[src/rtl/data_memory_lsu.sv]
// data_memory_lsu: byte-addressed RV32 load/store unit with req/ready handshake, registered response and fault detection
module data_memory_lsu #(
    parameter int DEPTH      = 64,
    parameter int ADDR_WIDTH = 32,
    parameter bit INIT_CLEAR = 1
) (
    input  logic                  clk,
    input  logic                  rst,
    input  logic                  req,
    input  logic                  we,
    input  logic [2:0]            funct3,
    input  logic [ADDR_WIDTH-1:0] addr,
    input  logic [31:0]           wd,
    output logic                  ready,
    output logic                  ack,
    output logic [31:0]           rd,
    output logic [2:0]            fault
);
    localparam int AW = $clog2(DEPTH);
    typedef enum logic [1:0] {CLEAR, START, READY} state_t;
    state_t state, state_n;
    logic [AW-1:0] ptr, idx;
    logic [31:0] mem [DEPTH];
    logic [31:0] word, wdata, ext;
    logic [3:0] be;
    logic [1:0] off;
    logic [7:0] b;
    logic [15:0] h;
    logic acc, oor, ill, mis;
    logic [2:0] flt;
    assign ready = state == READY;
    assign acc   = ready && req;
    assign off   = addr[1:0];
    assign idx   = addr[AW+1:2];
    assign oor   = (addr >> (AW + 2)) != '0;
    assign ill   = we ? (funct3 != 3'd0 && funct3 != 3'd1 && funct3 != 3'd2)
                      : (funct3 == 3'd3 || funct3[2:1] == 2'b11);
    assign mis   = (funct3[1:0] == 2'b01 && addr[0]) || (funct3[1:0] == 2'b10 && off != 2'b00);
    assign flt   = {ill, oor, mis};
    assign word  = mem[idx];
    assign b     = 8'(word >> {off, 3'b000});
    assign h     = 16'(word >> {off[1], 4'b0000});
    // Lane enables and lane-replicated store data; halfwords are aligned so replication lands in the right lanes
    always_comb begin
        be    = funct3[1:0] == 2'b00 ? 4'b0001 << off : funct3[1:0] == 2'b01 ? 4'b0011 << off : 4'b1111;
        wdata = funct3[1:0] == 2'b00 ? {4{wd[7:0]}} : funct3[1:0] == 2'b01 ? {2{wd[15:0]}} : wd;
        ext   = funct3 == 3'b000 ? {{24{b[7]}}, b} :
                funct3 == 3'b001 ? {{16{h[15]}}, h} :
                funct3 == 3'b100 ? {24'b0, b} :
                funct3 == 3'b101 ? {16'b0, h} : word;
    end
    // Next state: walk the clear pointer to the last word, or skip straight to READY
    always_comb begin
        state_n = state;
        if (state == CLEAR) state_n = &ptr ? READY : CLEAR;
        else if (state == START) state_n = READY;
    end
    // State, clear pointer and registered response
    always_ff @(posedge clk or posedge rst) begin
        if (rst) begin
            state <= INIT_CLEAR ? CLEAR : START;
            ptr   <= '0;
            ack   <= 1'b0;
            rd    <= '0;
            fault <= '0;
        end else begin
            state <= state_n;
            ptr   <= state == CLEAR ? ptr + 1'b1 : '0;
            ack   <= acc;
            fault <= acc ? flt : 3'b000;
            if (acc && !we) rd <= |flt ? 32'b0 : ext;
        end
    end
    // Array writes: zero-fill during clear, byte-enabled stores at the acceptance edge
    always_ff @(posedge clk) begin
        if (!rst && state == CLEAR) mem[ptr] <= '0;
        else if (!rst && acc && we && flt == 3'b000)
            for (int k = 0; k < 4; k++)
                if (be[k]) mem[idx][8*k +: 8] <= wdata[8*k +: 8];
    end
endmodule
[config.mk]
export PLATFORM = sky130hd
export DESIGN_NAME = data_memory_lsu
export DESIGN_NICKNAME = d
export VERILOG_FILES = /design/src/rtl/data_memory_lsu.sv
export SDC_FILE = /design/constraint.sdc
export NUM_CORES = 2
export LEC_CHECK = 0
export CORE_AREA = 2 2 482 484
export DETAILED_ROUTE_END_ITERATION = 8
export DIE_AREA = 0 0 484 486
export GPL_TIMING_DRIVEN = 1
export RECOVER_POWER = 100
export SYNTH_ARGS = -nofsm -noshare
export SYNTH_HDL_FRONTEND = slang
export SYNTH_SLANG_ARGS = --single-unit
[constraint.sdc]
create_clock -name clk -period 4.2 [get_ports clk]
set_clock_uncertainty 0.1 [all_clocks]
set_input_delay 0.63 -clock clk [delete_from_list [all_inputs] [get_ports clk]]
set_output_delay 0.63 -clock clk [all_outputs]
set_load 0.01 [all_outputs]
==> impl_metrics.json <==
{
  "cts_root_buf": "clkbuf_16",
  "ant_nets": 0,
  "synth_nets": 3938,
  "holdWs_ns": 0.303,
  "p_clk_frac": 0.433,
  "required_ns": 4.70,
  "synth.avg_cell_area_um2": 21.3,
  "syn-cell-area_um2": 82300,
  "clock_path_buffers": 3,
  "path_class": "register to register",
  "yosys.cell_types.count": 65,
  "ff2ff_path_depth": 14,
  "wl_mm": 221,
  "worst_ep_arrival_time_ns": 4.40,
  "tritoncts": "built",
  "die_y_um": 486,
  "h-tree-depth": 4,
  "crit_path_end_kind": "register",
  "drc": 0,
  "grt-ovfl-total": 0,
  "numCtsBuffers": 208,
  "final_util": 0.427,
  "synth-seq-cells": 2091,
  "rows": 176,
  "ios": 108,
  "yosysSeqAreaShare": 0.760,
  "async_flop_share": 0.0206,
  "max-slew-margin-rel": -0.666,
  "antenna_found_initial": 8,
  "rsz0062_at_grt": "false",
  "die-area_um2": 235000,
  "post-cts-setup-buffers": 0,
  "worst_slew_pin_slew_ns": 2.50,
  "synth_ff_type": "edfxtp_1",
  "drt-pass1-iter-count": 7,
  "switching_power_uw": 8710,
  "fmax_mhz": 256,
  "r2r-end": "mem[10][13]$_DFFE_PP_",
  "drt_iter0_markers": 4271,
  "area_growth_pct": 19.1,
  "dpl_worst_slack_ns": -0.191,
  "avgRoutedWirePerCell_um": 28.4,
  "hold_class": "input port to register",
  "min_period_over_period": 0.929,
  "slew_violations": 44,
  "worst_path_most_repeated_cell": "buf_4",
  "drt-vias-per-instance": 5.41,
  "crit_start": "state[1]$_DFFE_PP0N_",
  "crit_fanout": 13,
  "final-hold-violation-count": 0,
  "synthCells": 3862,
  "ys_warn_count": 0,
  "fin_cells": 7800,
  "vias": 42179,
  "p_sw_frac": 0.205,
  "routabilityCongestion": 0.916,
  "drive_above_1_share": 0.292,
  "setup_violations": 0,
  "initial_utilization": 0.359,
  "hpwl_mm": 148,
  "path_cells": "clkbuf_1 > nand2_1 > inv_1 > nand4_1 > buf_4 > a21oi_4 > buf_12 > nor4b_1 > buf_4 > a31oi_1 > buf_4 > clkbuf_1 > nor2_1 > buf_4",
  "r2r-start": "state[1]$_DFFE_PP0N_",
  "fin_nets": 4673,
  "power_leakage_uw": 0.0274,
  "fin_ws_ns": 0.297,
  "ir_worst_vdd_mv": 0.350,
  "max_stage_delay_ns": 0.59,
  "core_area_um2": 229000,
  "powerDensity_nw_per_um2": 435,
  "grt_pass1_vias": 42602,
  "grt_pass1_wl_mm": 317,
  "hold_buffers": 0,
  "seq_power_share": 0.530,
  "crit_end": "mem[10][13]$_DFFE_PP_",
  "p_int_uw": 33900,
  "synth_edf_count": 2048,
  "drv_cap": 1,
  "post_cts_resized": 0,
  "period_minus_slack_ns": 3.90,
  "clkSlewWorstSetupHoldPaths_ns": 0.06,
  "combPwrFrac": 0.038,
  "total_power_uw": 42600,
  "groute.usage.overall": 0.187,
  "cts_sinks": 2091,
  "run_status": "complete, but fails checks",
  "portBuffers": 107,
  "dpl.cell_count": 7413,
  "grt_max_degree": 65,
  "reg2reg_slack_ns": 0.30,
  "failed_checks": "max-capacitance violations, max-slew violations",
  "insertion_delay_ns": 0.84,
  "die_w_um": 484,
  "startpoint_type": "register",
  "slowest_stage": "clkbuf_1"
}
[cell type report]
type,count,area [µm²]
diodes,3,7.51
clock buffers,267,5570
clock inverters,117,1200
fillers,19938,131000
inverters,12,52.6
multi-input cells,1538,18700
flip-flops and latches,2091,62600
well taps,3026,3790
repair buffers,746,6120
[kinds of logic (layout without fill, tap and decap cells)]
kind of cell	after synthesis	in the layout	synth area share
flip-flops	2091	2091	0.760
AND/OR/NAND/NOR	578	578	0.0296
adder cells (fa/ha/maj)	5	5	0.000760
AO/OA/AOI/OAI	233	233	0.0185
multiplexers	719	719	0.176
XOR/XNOR	3	3	0.000319
buffers and inverters	233	1142	0.0143
other	0	3	0
[through the flow]
stage	cell area [µm²]	setup TNS (ns)
floorplan	82400	-1021.42
global placement	92500	-3.95
global route	98000	0
CTS	99200	0
detailed placement	92500	-8.01
finish	98000	0
[flip-flops by register name, indices dropped and copies added (netlist names)]
| name | count |
|---|---|
| state | 1 |
| fault | 3 |
| mem | 2048 |
| ptr | 6 |
| rd | 32 |
| ack | 1 |
[critical path: cells and delay by family (launching register included)]
family | cells | cell delay, ns
flip-flops | 1 | 0.32
AND/OR/NAND/NOR | 4 | 0.60
AO/OA/AOI/OAI | 2 | 0.53
buffers and inverters | 8 | 2.07
[power groups by stage]
stage	Combinational, µW	Clock (µW)	Sequential (µW)
floorplan	895	0	23000
global placement	1620	0	23000
detailed placement	1620	0	23000
CTS	1630	18700	22600
global route	1660	19600	22500
finish	1600	18400	22600
[cell usage after synthesis, types with 4 or more instances]
library cell / number / area (µm²)
edfxtp_1: 2048 / 61500
mux4_2: 585 / 13200
nor2_1: 326 / 1220
nand2_1: 136 / 510
mux2i_1: 122 / 1220
clkbuf_1: 119 / 447
a21oi_1: 50 / 250
dfrtp_1: 43 / 1080
buf_2: 39 / 195
a22oi_1: 38 / 285
o21ai_1: 36 / 180
buf_4: 31 / 233
nand3_1: 26 / 130
o21ai_0: 20 / 100
buf_6: 18 / 203
buf_1: 14 / 52.6
and2_1: 12 / 75.1
nor3_1: 12 / 60.1
o22ai_1: 12 / 75.1
or2_0: 12 / 75.1
a31oi_1: 11 / 68.8
mux2_2: 11 / 124
nor2b_1: 10 / 62.6
inv_1: 9 / 33.8
a221oi_1: 8 / 70.1
nand4_1: 8 / 50.1
nor4_1: 8 / 50.1
a221o_1: 7 / 70.1
a32oi_1: 7 / 61.3
nand2b_1: 7 / 43.8
o211ai_1: 7 / 52.6
a211oi_1: 5 / 37.5
a22o_1: 5 / 43.8
ha_1: 5 / 62.6
nand3b_1: 5 / 37.5
a21o_1: 4 / 30.0
o2111ai_1: 4 / 35.0
[metal layers]
| metal | part of all wire | track usage | up-vias |
|---|---|---|---|
| li1 | - | - | 17582 |
| met3 | 0.062 | 0.0281 | 333 |
| met5 | 0.000050 | 0 | - |
| met4 | 0.038 | 0.0673 | 2 |
| met2 | 0.50 | 0.313 | 1539 |
| met1 | 0.40 | 0.248 | 22723 |
[cell usage in the layout, fill, tap and decap left out, types with 7 or more instances in the layout]
cell	instances
clkdlybuf4s50_1	62
a32oi_1	7
mux2_2	9
a22oi_1	38
o211ai_1	7
clkinv_2	29
a221o_1	7
or2_0	12
clkinv_1	46
a21oi_1	49
clkbuf_4	28
o21ai_1	15
nand4_1	8
nor2_1	320
o22ai_1	12
mux2i_1	122
nor4_1	8
clkbuf_16	214
nor3_1	12
buf_12	85
buf_4	292
clkbuf_2	72
bufinv_16	21
mux4_2	585
nand2b_1	7
nor2b_1	10
a221oi_1	8
dfrtp_1	43
o21ai_0	41
edfxtp_1	2048
clkbuf_1	213
nand2_1	136
clkinvlp_4	9
nand3_1	26
dlygate4sd3_1	38
[worst min-delay path by stage]
stage / start / end / slack [ns] / cells past startpoint
2_1_floorplan: rd[0]$_DFFE_PP0P_ / rd[0]$_DFFE_PP0P_ / 0.41 / 2
3_3_place_gp: rd[0]$_DFFE_PP0P_ / rd[0]$_DFFE_PP0P_ / 0.37 / 2
3_5_place_dp: rd[0]$_DFFE_PP0P_ / rd[0]$_DFFE_PP0P_ / 0.37 / 2
4_1_cts: req / fault[2]$_DFF_PP0_ / 0.27 / 3
5_1_grt: req / fault[1]$_DFF_PP0_ / 0.31 / 3
6_report: req / fault[2]$_DFF_PP0_ / 0.30 / 3
No activity file was read; power rests on OpenSTA's default activity.
